===== src/rtl/knap_pkg.sv =====
// Shared constants for the knapsack search: item table, default sizes, FSM states.
package knap_pkg;

    localparam int NUM_ITEMS_DEF = 7;
    localparam int VW_DEF        = 6;
    localparam int TBL_ITEMS     = 7;

    // Index 0 is item A ... index 6 is item G.
    localparam int unsigned ITEM_VAL [TBL_ITEMS] = '{4, 2, 2, 1, 10, 12, 10};
    localparam int unsigned ITEM_WT  [TBL_ITEMS] = '{12, 1, 2, 1, 4, 2, 2};

    typedef enum logic [1:0] {
        S_IDLE  = 2'd0,
        S_SCAN  = 2'd1,
        S_FLUSH = 2'd2,
        S_DONE  = 2'd3
    } state_t;

endpackage


===== src/rtl/knap_eval.sv =====
// Combinational candidate evaluator: selection mask -> total value and weight.
module knap_eval
    import knap_pkg::*;
#(
    parameter int NUM_ITEMS = NUM_ITEMS_DEF,
    parameter int SW        = VW_DEF + 1
) (
    input  logic [NUM_ITEMS-1:0] cand,
    output logic [SW-1:0]        value,
    output logic [SW-1:0]        weight
);

    // Sum the table entries of every selected item; SW is wide enough not to wrap.
    always_comb begin
        value  = '0;
        weight = '0;
        for (int i = 0; i < NUM_ITEMS; i++) begin
            if (cand[i]) begin
                value  = value  + SW'(ITEM_VAL[i]);
                weight = weight + SW'(ITEM_WT[i]);
            end
        end
    end

endmodule


===== src/rtl/knap_search.sv =====
// Exhaustive knapsack search: scans every item subset, one per cycle, through a
// one-stage evaluate/compare pipeline and reports the best subset within limits.
// Optional macro KNAP_COUNT_EN enables the valid-candidate counter; without it
// valid_count is tied to 0.
module knap_search
    import knap_pkg::*;
#(
    parameter int NUM_ITEMS = NUM_ITEMS_DEF,
    parameter int VW        = VW_DEF
) (
    input  logic                 clk,
    input  logic                 rst_n,
    input  logic                 start,
    input  logic [VW-1:0]        min_value,
    input  logic [VW-1:0]        max_weight,
    output logic                 busy,
    output logic                 done,
    output logic                 found,
    output logic [NUM_ITEMS-1:0] best_sel,
    output logic [VW-1:0]        best_value,
    output logic [NUM_ITEMS:0]   valid_count
);

    localparam int SW = VW + 1;

    state_t state, state_nxt;

    logic [NUM_ITEMS-1:0] cand;
    logic [SW-1:0]        cand_val, cand_wt;
    logic [VW-1:0]        min_lat, max_lat;

    // Pipeline stage between evaluation and compare
    logic                 vld_pipe;
    logic [NUM_ITEMS-1:0] pipe_cand;
    logic [SW-1:0]        pipe_val, pipe_wt;

    logic [SW-1:0]        best_wt;
    logic                 accept, cand_ok, better;

    knap_eval #(.NUM_ITEMS(NUM_ITEMS), .SW(SW)) u_eval (
        .cand   (cand),
        .value  (cand_val),
        .weight (cand_wt)
    );

    assign accept  = (state == S_IDLE) && start;
    assign cand_ok = vld_pipe && (pipe_val >= SW'(min_lat)) && (pipe_wt <= SW'(max_lat));
    // Strict comparisons keep the earliest candidate on a full tie.
    assign better  = !found || (pipe_val > SW'(best_value)) ||
                     ((pipe_val == SW'(best_value)) && (pipe_wt < best_wt));

    // State register
    always_ff @(posedge clk or negedge rst_n) begin
        if (!rst_n) state <= S_IDLE;
        else        state <= state_nxt;
    end

    // Next-state and status outputs
    always_comb begin
        state_nxt = state;
        busy      = 1'b0;
        done      = 1'b0;
        case (state)
            S_IDLE:  if (start) state_nxt = S_SCAN;
            S_SCAN: begin
                busy = 1'b1;
                if (cand == '1) state_nxt = S_FLUSH;
            end
            S_FLUSH: begin
                busy      = 1'b1;
                state_nxt = S_DONE;
            end
            S_DONE: begin
                done      = 1'b1;
                state_nxt = S_IDLE;
            end
            default: state_nxt = S_IDLE;
        endcase
    end

    // Candidate counter, evaluation pipeline and best-so-far tracking
    always_ff @(posedge clk or negedge rst_n) begin
        if (!rst_n) begin
            cand       <= '0;
            min_lat    <= '0;
            max_lat    <= '0;
            vld_pipe   <= 1'b0;
            pipe_cand  <= '0;
            pipe_val   <= '0;
            pipe_wt    <= '0;
            found      <= 1'b0;
            best_sel   <= '0;
            best_value <= '0;
            best_wt    <= '0;
        end else begin
            vld_pipe <= (state == S_SCAN);
            if (state == S_SCAN) begin
                pipe_cand <= cand;
                pipe_val  <= cand_val;
                pipe_wt   <= cand_wt;
                cand      <= cand + NUM_ITEMS'(1);
            end
            if (accept) begin
                min_lat    <= min_value;
                max_lat    <= max_weight;
                cand       <= '0;
                found      <= 1'b0;
                best_sel   <= '0;
                best_value <= '0;
                best_wt    <= '0;
            end else if (cand_ok && better) begin
                found      <= 1'b1;
                best_sel   <= pipe_cand;
                best_value <= pipe_val[VW-1:0];
                best_wt    <= pipe_wt;
            end
        end
    end

`ifdef KNAP_COUNT_EN
    // Count every candidate that meets both limits (at most 2^NUM_ITEMS)
    always_ff @(posedge clk or negedge rst_n) begin
        if (!rst_n)       valid_count <= '0;
        else if (accept)  valid_count <= '0;
        else if (cand_ok) valid_count <= valid_count + (NUM_ITEMS+1)'(1);
    end
`else
    assign valid_count = '0;
`endif

endmodule


===== config.mk =====
export PLATFORM = sky130hd
export DESIGN_NAME = knap_search
export DESIGN_NICKNAME = d
export VERILOG_FILES = /design/src/rtl/knap_pkg.sv /design/src/rtl/knap_eval.sv /design/src/rtl/knap_search.sv
export SDC_FILE = /design/constraint.sdc
export NUM_CORES = 1
export LEC_CHECK = 0
export ABC_AREA = 1
export CAP_MARGIN = 20
export CORE_MARGIN = 10
export CORE_UTILIZATION = 55
export CTS_BUF_LIST = sky130_fd_sc_hd__clkbuf_4 sky130_fd_sc_hd__clkbuf_8
export DETAILED_ROUTE_END_ITERATION = 10
export PLACE_DENSITY_LB_ADDON = 0.05
export SLEW_MARGIN = 20
export SYNTH_ARGS = -nofsm -noshare
export SYNTH_HDL_FRONTEND = slang
export SYNTH_HIERARCHICAL = 1
export SYNTH_SLANG_ARGS = --single-unit

===== constraint.sdc =====
create_clock -name clk -period 7.05 [get_ports clk]
set_input_delay 0.705 -clock clk [delete_from_list [all_inputs] [get_ports clk]]
set_output_delay 0.705 -clock clk [all_outputs]
set_load 0.1 [all_outputs]

**Word level (Yosys, flattened, before mapping)**

Cells that the tools add are included.

- Word-level logic and storage cells: 78
- Input port bits: 15
- Register bits after elaboration: 64

- Reductions and logical operators: 13
- Magnitude comparators: 4
- Mux-type cells: 29
- Add/sub/neg operators: 13
- Eq/ne operators: 7

Operator list:

| cell | count |
|---|---|
| two-way mux 7 bit | 18 |
| adder 7 x 2 -> 7 bit, second input constant | 4 |
| adder 7 x 1 -> 7 bit, second input constant | 3 |
| adder 7 x 4 -> 7 bit, second input constant | 3 |
| two-way mux 6 bit | 2 |
| case mux 2 bit (4 select lines) | 1 |
| adder 7 x 3 -> 7 bit, second input constant | 1 |
| == test 7 x 6 -> 1 bit | 1 |
| == test 7 bit, second input constant | 1 |
| >= comparator 7 x 6 -> 1 bit | 1 |
| greater-than comparator 7 x 6 -> 1 bit | 1 |
| less-or-equal comparator 7 x 6 -> 1 bit | 1 |
| less-than comparator 7 bit | 1 |
| adder 4 x 1 -> 5 bit, second input constant | 1 |
| logical AND 1 bit | 5 |
| adder 3 x 2 -> 4 bit, second input constant | 1 |
| == test 2 bit, second input constant | 2 |
| two-way mux 1 bit | 4 |
| two-way mux 2 bit | 2 |
| two-way mux 4 bit | 1 |
| != test 2 bit, second input constant | 2 |
| nonzero test 2 bit | 2 |
| two-way mux 3 bit | 1 |
| == test 2 x 1 -> 1 bit, second input constant | 1 |
| 5 further kinds | 6 |

**Logic depth before layout (Yosys ltp)**

- Word-level depth: 13
- Depth in mapped cells: 19
- Depth with buffers taken out: 19

**Cells and area by module**

The synthesis kept the hierarchy.

Modules (own cells, without submodules):

| module | sequential area each (sq um) | times used | area an instance (sq um) | cells each |
|---|---|---|---|---|
| knap_search | 1601.5 | 1 | 3383.2 | 405 |
| knap_eval | 0.0 | 1 | 804.5 | 152 |

**Worst setup path after synthesis**

OpenSTA, ideal clock, no wires.

- Kind: register to register
- Start: reg cand[0]
- End: reg pipe_val[4]
- Arrival time: 2.381 ns
- Path buffers: 0
- Period minus slack after synthesis: 2.498 ns
- Cell stages (with the launch flop): 17
- Slack: 4.552 ns
- Data required time: 6.933 ns
- Cell sequence: dfrtp_1 ha_1 nand2_1 o21ai_2 ha_1 nand2_1 a21boi_1 ha_1 or2_1 nand2_1 nand2_1 nand2_1 nand2_1 nand2_1 inv_1 nand2_1 nand2_1

- Word-level cells in the longest chain between the ends: 13

RTL lines:

| item | RTL line | RTL |
|---|---|---|
| start, declared | knap_search.sv:28 | `logic [NUM_ITEMS-1:0] cand;` |
| start signal, assigned | knap_search.sv:101 | `cand <= cand + NUM_ITEMS'(1);` |
| two-way mux 3 bit * | knap_eval.sv:18 | `if (cand[i]) begin` |
| adder 3 x 2 -> 4 bit | knap_eval.sv:19 | `value = value + SW'(ITEM_VAL[i]);` |
| two-way mux 7 bit * | knap_eval.sv:18 |  |
| adder 7 x 2 -> 7 bit | knap_eval.sv:19 |  |
| two-way mux 7 bit * | knap_eval.sv:18 |  |
| adder 7 x 1 -> 7 bit | knap_eval.sv:19 |  |
| two-way mux 7 bit * | knap_eval.sv:18 |  |
| adder 7 x 4 -> 7 bit | knap_eval.sv:19 |  |
| two-way mux 7 bit * | knap_eval.sv:18 |  |
| adder 7 x 4 -> 7 bit | knap_eval.sv:19 |  |
| two-way mux 7 bit * | knap_eval.sv:18 |  |
| adder 7 x 4 -> 7 bit | knap_eval.sv:19 |  |
| two-way mux 7 bit * | knap_eval.sv:18 |  |
| named net cand_val[4] | knap_search.sv:29 | `logic [SW-1:0] cand_val, cand_wt;` |
| end signal, assigned | knap_search.sv:99 | `pipe_val <= cand_val;` |
| end, declared | knap_search.sv:35 | `logic [SW-1:0] pipe_val, pipe_wt;` |

Mark *: on every way through the listed nets, which the timed path passes. The rest lies on a longest branch.
A chain may end at the register's enable or synchronous reset.

**Worst setup path after layout**

- Start: reg state[0]
- End: out busy

- Word-level cells in the longest chain between the ends: 3

RTL lines:

| item | RTL line | RTL |
|---|---|---|
| start, declared | knap_search.sv:26 | `state_t state, state_nxt;` |
| start signal, assigned | knap_search.sv:55 | `else state <= state_nxt;` |
| == test 2 x 1 -> 1 bit or == test 2 bit (tied branches) | knap_search.sv:63 | `case (state)` |
| OR reduction 2 bit (no line) * | - |  |
| two-way mux 1 bit * | knap_search.sv:63 |  |
| end, declared | knap_search.sv:16 | `output logic busy,` |

Every way passes the cells marked *; elsewhere a longest branch is shown, timed or not.

==> qor.yml <==
critical_path:
  cp_top_family: "buffers and inverters"
  cp_max_fo: 4
  worstSetupPathType: "reg -> out"
  worstPathArrival_ns: 2.28
  slowest_stage: "clkdlybuf4s50_1"
  path_cells: "inv_1 -> ha_1 -> clkdlybuf4s50_1"
  path_buf_inv: 2
  cp_data_required_time_ns: 6.34
  worst_setup_path_start_kind: "flip-flop"
  critPathMaxStageDelay_ns: 1.13
  endpoint_kind: "primary output"
placed_design:
  dp_slack_ns: 4.13
  hpwl_mm: 6.81
  gp_congestion: 0.867
  place_area_um2: 4460
  io_buffers: 30
clock_network:
  clock_path_buffers: 2
  clock-sinks: 64
  cts.clk_slew.worst_paths_ns: 0.08
  post_cts_resized: 0
  cts-buffers-inserted: 9
  clk_latency_ns: 0.35
  cts_setup_buffers: 0
  h-tree-depth: 3
  cts_hold_buf: 0
  cts_tree: "built"
  cts_root_buf: "clkbuf_8"
power_and_ir_drop:
  power_mw: 1.83
  combPwrFrac_pct: 51.6
  p_leak_nw: 2.47
  p_switching_uw: 902
  switching_share_pct: 49.3
  clockPowerShare_pct: 17.7
  ir_drop_mv: 0.370
  p_seq_share_pct: 30.7
  power_density_nw_per_um2: 393
  cellInternalPower_uw: 928
detailed_routing:
  wl_per_cell_um: 13.6
  initialDrtViolationCount: 173
  drc_errors: 0
  drt_wl_total_mm: 9.24
  vias: 3472
  dr.pass1.iters: 4
  ant_nets: 0
  routed_via_density: 5.09
logic_synthesis:
  netlist_instances: 557
  ys_warn_count: 6
  ys_async_sr_fraction_pct: 100
  synth-edff-count: 0
  synth_flop_cell: "dfrtp_1"
  syn-cell-area_um2: 4190
  ys_seq_area_share_pct: 38.2
  ys_seq_elements: 64
  synthDistinctLibCells: 36
  synth.avg_cell_area_um2: 7.52
cells_and_area:
  fin_util_pct: 63.6
  seqCellArea_um2: 1600
  nets: 632
  final_cell_area_um2: 4660
  final_common_cell: "nand2_1"
  filler_cell_count: 643
  area_growth_pct: 11.4
  most-common-layout-cells: "nand2_1, inv_1, dfrtp_1"
  num_antenna_cells: 0
  layout-drive-gt1-share_pct: 8.06
  multi_input_area_um2: 2150
timing:
  fin_crit_sh_pct: 42.4
  hold_viol: 0
  period_needed_ns: 2.99
  tns_ns: 0
  tightest_slew_ns: 0.996
  fmax_mhz: 335
  final.setup.worst_slack_ns: 4.06
  finClkSkew_ns: 0.0196
  rsz0062_at_grt: "false"
  finalSetupViolCount: 0
  maxSlewHeadroom_pct: 33.4
  drv_slew: 0
global_routing:
  grt_pass1_wl_mm: 15.9
  grt_antenna_before_repair: 0
  grtUsageTotal_pct: 16.8
  grt_max_degree: 65
  grt_pass1_vias: 3424
  overflow: 0
floorplanning:
  core_um2: 7330
  dieWidth_um: 107
  ios: 39
  row_count: 31
  fp.dieH_um: 107
  dieArea_um2: 11500
  initial_core_util_pct: 57.1
run_status:
  status: "finished, final reports clean"
job:
  maxCapViolCount: 0
min_path:
  hold_class: "reg -> reg"
-- state kept, by name, indices dropped and copies added (netlist names) --
register / count
found: 1
state: 2
cand: 7
best_sel: 7
pipe_wt: 7
max_lat: 6
pipe_cand: 7
pipe_val: 7
best_wt: 7
vld_pipe: 1
min_lat: 6
best_value: 6
-- kinds of logic (layout without fill, tap and decap cells) --
family,Yosys count,after routing,share of synthesized area (%)
flip-flops,64,64,38.2
buffers and inverters,99,118,10.9
other,1,8,0.0895
XOR/XNOR,4,4,0.837
adder cells (fa/ha/maj),39,39,11.7
AND/OR/NAND/NOR,306,306,32.7
AO/OA/AOI/OAI,44,44,5.53
-- routing by layer --
layer / wire (um) / track usage [%] / vias up
met3: 341 / 3.53 / 17
met4: 190 / 6.29 / 0
met2: 4410 / 28.2 / 60
li1: - / - / 1802
met5: 0 / 0 / -
met1: 4310 / 20.5 / 1593
-- per-stage QoR --
step	hold WS (ns)	instances
6_report	0.480	682
5_1_grt	0.510	682
4_1_cts	0.483	682
3_5_place_dp	0.463	666
3_3_place_gp	0.465	666
2_1_floorplan	0.409	564
-- synthesized netlist by cell type, types with 2 or more instances --
cell type	count	share of area (%)
or2_0	4	0.60
nand3_1	39	4.7
nand2_1	176	16
nor2_1	28	2.5
clkbuf_1	6	0.54
nand3_2	3	0.72
a21oi_1	15	1.8
xnor2_1	2	0.42
nand2_2	12	1.8
nand4_1	23	3.4
ha_1	39	12
inv_2	2	0.18
inv_1	66	5.9
dfrtp_1	64	38
nand3b_1	3	0.54
nor3_1	6	0.72
o21ai_0	23	2.7
buf_1	2	0.18
buf_2	7	0.84
xor2_1	2	0.42
nor2_2	7	1.0
buf_6	3	0.81
buf_4	11	2.0
or2_1	2	0.30
-- power groups by stage --
stage	registers (mW)	logic (mW)	clock network [mW]
floorplan	0.643	0.669	0
global placement	0.565	0.909	0
detailed placement	0.568	0.943	0
CTS	0.562	0.949	0.329
global route	0.575	1.07	0.348
finish	0.563	0.944	0.324
-- worst min-delay path, delay by kind of cell, from the launching register on --
kind / cells / cell delay (ns)
AND/OR/NAND/NOR: 2 / 0.11
flip-flops: 1 / 0.35
-- final cells by class --
class | count | area share (%)
timing repair buffer | 33 | 6.81
sequential | 64 | 34.3
inverter | 69 | 5.61
clock inverter | 6 | 1.45
clock buffer | 10 | 2.95
tap | 99 | 2.66
multi-input combinational | 401 | 46.2
-- path summary, 6_finish.rpt --
path                                   start           end  slack (ns)  cells past startpoint
worst max-delay path                state[0]          busy        4.06                      3
worst min-delay path            pipe_cand[1]  pipe_cand[1]        0.48                      2
worst max register to register   pipe_val[2]    best_wt[3]        4.12                     10
worst min register to register  pipe_cand[1]  pipe_cand[1]        0.48                      2
max in group asynchronous              rst_n      vld_pipe        5.99                      2
min in group asynchronous              rst_n    max_lat[4]        0.52                      2
No activity file was read; power rests on OpenSTA's default activity.
